### config.mk
export PLATFORM = sky130hd
export DESIGN_NAME = sat_counter
export DESIGN_NICKNAME = d
export VERILOG_FILES = /design/src/rtl/pattern_checker_sat_counter.sv
export SDC_FILE = /design/constraint.sdc
export NUM_CORES = 1
export LEC_CHECK = 0
export CELL_PAD_IN_SITES_DETAIL_PLACEMENT = 0
export CELL_PAD_IN_SITES_GLOBAL_PLACEMENT = 1
export CORE_ASPECT_RATIO = 0.9
export CORE_UTILIZATION = 36
export CTS_CLUSTER_SIZE = 16
export DETAILED_ROUTE_END_ITERATION = 6
export PLACE_DENSITY_LB_ADDON = 0.12
export SYNTH_ARGS = -nofsm -noshare
export SYNTH_HDL_FRONTEND = slang
export SYNTH_SLANG_ARGS = --single-unit
### constraint.sdc
create_clock -name clk -period 1.7 [get_ports clk]
set_input_delay 0.34 -clock clk [delete_from_list [all_inputs] [get_ports clk]]
set_output_delay 0.34 -clock clk [all_outputs]
set_load 0.05 [all_outputs]
### src/rtl/pattern_checker_sat_counter.sv
// sat_counter: saturating up-counter with synchronous clear (clear beats increment).
module sat_counter #(
  parameter int W = 16
) (
  input  logic         clk,
  input  logic         reset,
  input  logic         inc,
  input  logic         clr,
  output logic [W-1:0] count
);
  logic [W-1:0] count_q, count_d;
  always_comb count_d = clr ? '0 : (inc && count_q != '1) ? count_q + 1'b1 : count_q;
  always_ff @(posedge clk) count_q <= reset ? '0 : count_d;
  assign count = count_q;
endmodule

Word level (Yosys, flattened, before mapping)
Index checks and enable logic that the tools add are counted.
{"block": "classes", "n_mul": 0, "reduce_logical": 2, "bitwise": 0, "n_div": 0, "addsub": 1, "shift": 0, "order_cmp": 0, "mux": 0, "eq_ne": 1}
{"operator": "16-bit by 1-bit adder with 16-bit output, second input constant", "count": 1}
{"operator": "16-bit inequality test, second input constant", "count": 1}
{"operator": "2-bit OR reduction", "count": 1}
{"operator": "1-bit logical AND", "count": 1}
{"block": "totals", "rom_bits": 0, "output_inout_bits": 16, "mem_count": 0, "latch_bits": 0, "ff_bits": 16, "mem_bits_rw": 0, "in_bits": 4, "elab_cells": 5}

Longest topological paths before layout
Gate-level depths: netlist of the first run.
{"block": "logic_depth", "depth_word": 2, "ltp_mapped": 6, "depth_no_buf": 5}

Least setup slack after synthesis of the first run
OpenSTA, ideal clock, no wires.
{"block": "synth_timing", "path_kind": "flip-flop to flip-flop", "start": "register count_q[0], in the netlist count[0]", "end": "register count_q[12], in the netlist count[12]", "path_buffers": 1, "required_ns": 1.609, "setup_slack_ns": -0.141, "arrival_time_ns": 1.750, "setup_time_ns": 0.091, "synth_period_minus_slack_ns": 1.841, "stages_incl_launch_ff": 7, "cell_sequence": "dfxtp_1 > ha_1 > and4_4 > and3_1 > buf_4 > a31oi_1 > a311oi_1"}
{"block": "synth_between", "elab_chain_len": 2, "word_cells_on_any_way": 3, "classes_between": "add/sub (1); eq/ne (1); reduce/logical (1)"}
{"item": "start, declared", "line": "11", "text": "logic [W-1:0] count_q, count_d;"}
{"item": "start signal, assigned", "line": "13", "text": "always_ff @(posedge clk) count_q <= reset ? '0 : count_d;"}
{"item": "parallel branches: the longest is 2 deep, another holds 16-bit by 1-bit adder with 16-bit output"}
Several ways; the timed one is not identified.
A chain may end at the register's enable or synchronous reset.

Worst setup path after layout of the first run
{"block": "layout_timing", "start": "input inc", "end": "register count_q[11], in the netlist count[11]"}
{"block": "layout_between", "elab_chain_len": 1}
{"item": "start, declared", "line": "7", "text": "input logic inc,"}
{"item": "1-bit logical AND", "line": "12", "text": "always_comb count_d = clr ? '0 : (inc && count_q != '1) ? count_q + 1'b1 : count_q;"}
Every way passes these cells.

==> out/summary.log, run 1 <==
[synthesis] Avg Synthesized Cell Area 8.99 um2
[sta] tightest hold margin 496 ps
[floorplan] core box area 2280 um2
[sta] share of the clock period used by the worst path 92.9%
[clock_network] CTS Buf Count 3
[grt] GRT Residual Overflow 0
[placement] GP Congestion 0.777
[worst_setup_path] Largest stage delay, worst path 510 ps
[grt] maximum number of pins on one net before global-route repair 12
[floorplan] Initial Util 40.2%
[placement] instance area after placement 1240 um2
[worst_setup_path] worst setup path class input port to register
[sta] final number of hold-violating endpoints 0
[grt] GRT Util Overall 16.6%
[status] status finished clean
[worst_setup_path] CP max stage cell sky130_fd_sc_hd__clkdlybuf4s50_1
[worst_hold_path] Hold Path Stages 2
[power] Power Density 540 nW/um2
[worst_setup_path] end of the worst register-to-register path count[12]
[grt] wire length of the first global-routing pass 3670 um
[layout] max reg flops 16
[power] Final Power 688 uW
[floorplan] count of boundary I/O pins 20
[synthesis] Cell variety after synth 36
[synthesis] number of synthesized flops with an enable pin 0
[power] leakage 0.513 nW
[sta] Slew Viols, Final 0
[worst_setup_path] Bufs and invs on worst path 1
[grt] vias in the first global route 820
[worst_hold_path] hold-critical path endpoint count[0]
[floorplan] total die area 2750 um2
[synthesis] synthesized instance count 102
[worst_setup_path] reg-to-reg setup timing slack 160 ps
[layout] antenna cells 0
[sta] slew of the pin with the lowest slew margin 278 ps
[detailed_routing] via/cell ratio 5.51
[floorplan] Die Span X 55.2 um
[worst_hold_path] path type of the worst min-delay path register to register
[synthesis] Ys Warns 0
[detailed_routing] 1st-iter DRT viols 5
[worst_setup_path] reg-to-reg critical path startpoint count[0]
[clock_network] maximum buffer depth of the clock tree 2
[worst_setup_path] endpoint required time on the critical path 1930 ps
[placement] DPL Wire Length 1670 um
[clock_network] CTS resizes 0
[detailed_routing] total wirelength of the detailed-routed design 2140 um
[worst_setup_path] cell-by-cell trace of the critical path clkdlybuf4s50_1 > and3_1 > nand3_1 > a211oi_1 > mux2i_1
[synthesis] area share of the leading cell type in the synthesized netlist 34.9%
[clock_network] deepest level of the CTS H-tree 1
[synthesis] fraction of the yosys area taken by sequential cells 34.9%
[clock_network] root buffer cell sky130_fd_sc_hd__clkbuf_4
[floorplan] std cell rows 16
[detailed_routing] detailed-route via count 892
[worst_setup_path] type of element launching the critical path input port
[grt] number of antenna violations at the first check in global routing 0
[clock_network] clock tree from TritonCTS built
[job] number of max-capacitance violations reported 0
[detailed_routing] Pre-Repair DR Iteration Count 4
[sta] setup_tns 0 ps
[layout] Area growth, synth to finish 38.7%
[sta] final setup skew 1.41 ps
[sta] headroom to the max-slew limit 81.4%
[worst_setup_path] Arr. time, crit path 1810 ps
[synthesis] nets in the synthesized netlist 107
[detailed_routing] number of nets still failing antenna checks after routing 0
[synthesis] share of synthesized registers carrying an async set or reset 0%
[worst_hold_path] critical hold path startpoint count[0]
[clock_network] CTS Sinks 16
[synthesis] biggest area consumer among synthesized cells sky130_fd_sc_hd__dfxtp_1
[sta] final setup fails 0
[detailed_routing] final routed wire length divided by cell count 13.2 um
[detailed_routing] DRC violations left 0
[sta] unrepaired setup endpoints after global routing false
[layout] Design Area, Final 1270 um2
[worst_setup_path] maximum net fanout on the critical path 6
[clock_network] number of hold-repair buffers added at the cts stage 0
[floorplan] Die Y-Extent 49.9 um
[clock_network] buffers inserted during post-CTS setup optimization 0
[sta] minimum clock period 1580 ps
[synthesis] dominant synthesized flop cell sky130_fd_sc_hd__dfxtp_1
[worst_setup_path] kind of end point of the critical path register
[worst_setup_path] number of cells traversed by the worst register-to-register path 5
[clock_network] clock latency reported for the late side of the worst-skew pair 290 ps
[synthesis] post-synthesis instance area 917 um2
[worst_setup_path] cell family contributing the most delay on the critical path buffers and inverters
[clock_network] post-CTS clock slew at the launch and capture registers of the worst setup and hold paths 100 ps
[sta] maximum achievable frequency 633 MHz
[layout] fraction of final layout cells sized beyond drive strength 1 36.3%
[placement] buffers added on ports 19
[layout] number of nets in the layout 141
[layout] core occupancy in the finished layout 55.8%
[power] largest voltage drop on the vdd net 0.599 mV
[synthesis] cells taking the most area after synthesis sky130_fd_sc_hd__dfxtp_1 35%, sky130_fd_sc_hd__mux2i_1 6.5%, sky130_fd_sc_hd__nand2_1 5.3%, sky130_fd_sc_hd__a21oi_1 3.3%, sky130_fd_sc_hd__a31oi_1 2.7%
[synthesis] total of flip-flops plus latches after synthesis 16
-- layer usage --
metal  GRT usage [%]  part of all wire, %  wire length [um]
met1            20.2                   48              1020
met2            28.9                   48              1020
met3            5.51                  4.5                97
met4            2.92                    0                 0
met5               0                    0                 0
-- cells in the mapped netlist (3+ instances only) --
cell type and n:
sky130_fd_sc_hd__nand3_1 5, sky130_fd_sc_hd__a31oi_1 4, sky130_fd_sc_hd__nand4_1 3, sky130_fd_sc_hd__or3_2 3, sky130_fd_sc_hd__nand2_1 13, sky130_fd_sc_hd__or3_1 4
sky130_fd_sc_hd__a211oi_1 3, sky130_fd_sc_hd__o21ai_0 4, sky130_fd_sc_hd__dfxtp_1 16, sky130_fd_sc_hd__mux2i_1 6, sky130_fd_sc_hd__and3_1 3, sky130_fd_sc_hd__a21oi_1 6
-- worst max path at each step --
stage / startpoint / endpoint / slack, ps / cells past startpoint
2_1_floorplan: count[2] / count[12] / 10 / 5
3_3_place_gp: inc / count[15] / -120 / 5
3_5_place_dp: inc / count[11] / -180 / 5
4_1_cts: inc / count[11] / 130 / 5
5_1_grt: count[0] / count[12] / 30 / 5
6_report: inc / count[11] / 120 / 5
-- placed cells by master, fill, tap and decap left out --
master,count
sky130_fd_sc_hd__a2111o_1,2
sky130_fd_sc_hd__a211oi_1,3
sky130_fd_sc_hd__a211oi_2,1
sky130_fd_sc_hd__a21boi_0,1
sky130_fd_sc_hd__a21oi_1,6
sky130_fd_sc_hd__a311oi_1,1
sky130_fd_sc_hd__a31oi_1,4
sky130_fd_sc_hd__a41o_1,1
sky130_fd_sc_hd__and2_1,2
sky130_fd_sc_hd__and2_2,2
sky130_fd_sc_hd__and3_1,3
sky130_fd_sc_hd__and3_2,1
sky130_fd_sc_hd__and3_4,2
sky130_fd_sc_hd__and4_4,1
sky130_fd_sc_hd__buf_12,5
sky130_fd_sc_hd__buf_4,26
sky130_fd_sc_hd__clkbuf_4,3
sky130_fd_sc_hd__clkbuf_8,1
sky130_fd_sc_hd__clkdlybuf4s50_1,3
sky130_fd_sc_hd__dfxtp_1,14
sky130_fd_sc_hd__dfxtp_2,2
sky130_fd_sc_hd__ha_1,1
sky130_fd_sc_hd__inv_1,1
sky130_fd_sc_hd__mux2i_1,6
sky130_fd_sc_hd__nand2_1,13
sky130_fd_sc_hd__nand3_1,5
sky130_fd_sc_hd__nand4_1,3
sky130_fd_sc_hd__nand4_4,1
sky130_fd_sc_hd__nor2_1,2
sky130_fd_sc_hd__nor3_1,2
sky130_fd_sc_hd__nor3_4,1
sky130_fd_sc_hd__o2111a_1,1
sky130_fd_sc_hd__o2111ai_1,1
sky130_fd_sc_hd__o21ai_0,4
sky130_fd_sc_hd__o21ai_1,2
sky130_fd_sc_hd__or2_1,1
sky130_fd_sc_hd__or3_1,4
sky130_fd_sc_hd__or3_2,3
-- where the power goes --
group / switching [mW] / internal, mW
sequential: 0.00223 / 0.377
combinational: 0.0242 / 0.0256
clock: 0.128 / 0.130
total: 0.155 / 0.533
-- cell families (layout without fill, tap and decap cells) --
group,after synthesis,count (layout),share of synthesized area [%]
multiplexers,6,6,6.55
adder cells (fa/ha/maj),1,1,1.36
flip-flops,16,16,34.9
buffers and inverters,6,39,5.05
AND/OR/NAND/NOR,46,46,31.5
AO/OA/AOI/OAI,27,27,20.6
-- tightest hold or removal path, delay by kind of cell (launching register included) --
kind / cells / cell delay (ps)
muxes: 1 / 50
and+or+nand+nor: 1 / 60
DFF: 1 / 360
-- layout make-up --
| class | count | area (um2) |
|---|---|---|
| fillers | 235 | 1010 |
| multi-input cells | 80 | 551 |
| repair buffers | 34 | 325 |
| flip-flops and latches | 16 | 323 |
| clock buffers | 4 | 36.3 |
| well taps | 27 | 33.8 |
| inverters | 1 | 3.75 |
-- per-stage QoR --
step	setup WS, ps	instances
floorplan	11.5	102
global placement	-123	158
detailed placement	-185	158
CTS	127	162
global route	29.4	162
finish	121	162
Power figures use the tool's default switching activity.
==> run 2, diff against run 1 <==
--- a/config.mk
+++ b/config.mk
@@ -11,6 +11,7 @@
 export CORE_UTILIZATION = 36
 export CTS_CLUSTER_SIZE = 16
 export DETAILED_ROUTE_END_ITERATION = 6
+export HOLD_SLACK_MARGIN = 0.12
 export PLACE_DENSITY_LB_ADDON = 0.12
 export SYNTH_ARGS = -nofsm -noshare
 export SYNTH_HDL_FRONTEND = slang
==> results of run 2 <==
Final layout, timing and power as in run 1 (identical DEF).
==> run 3, diff against run 2 <==
--- a/config.mk
+++ b/config.mk
@@ -16,3 +16,4 @@
 export SYNTH_ARGS = -nofsm -noshare
 export SYNTH_HDL_FRONTEND = slang
 export SYNTH_SLANG_ARGS = --single-unit
+export TNS_END_PERCENT = 50
==> results of run 3 <==
Final layout, timing and power as in run 1 (identical DEF).
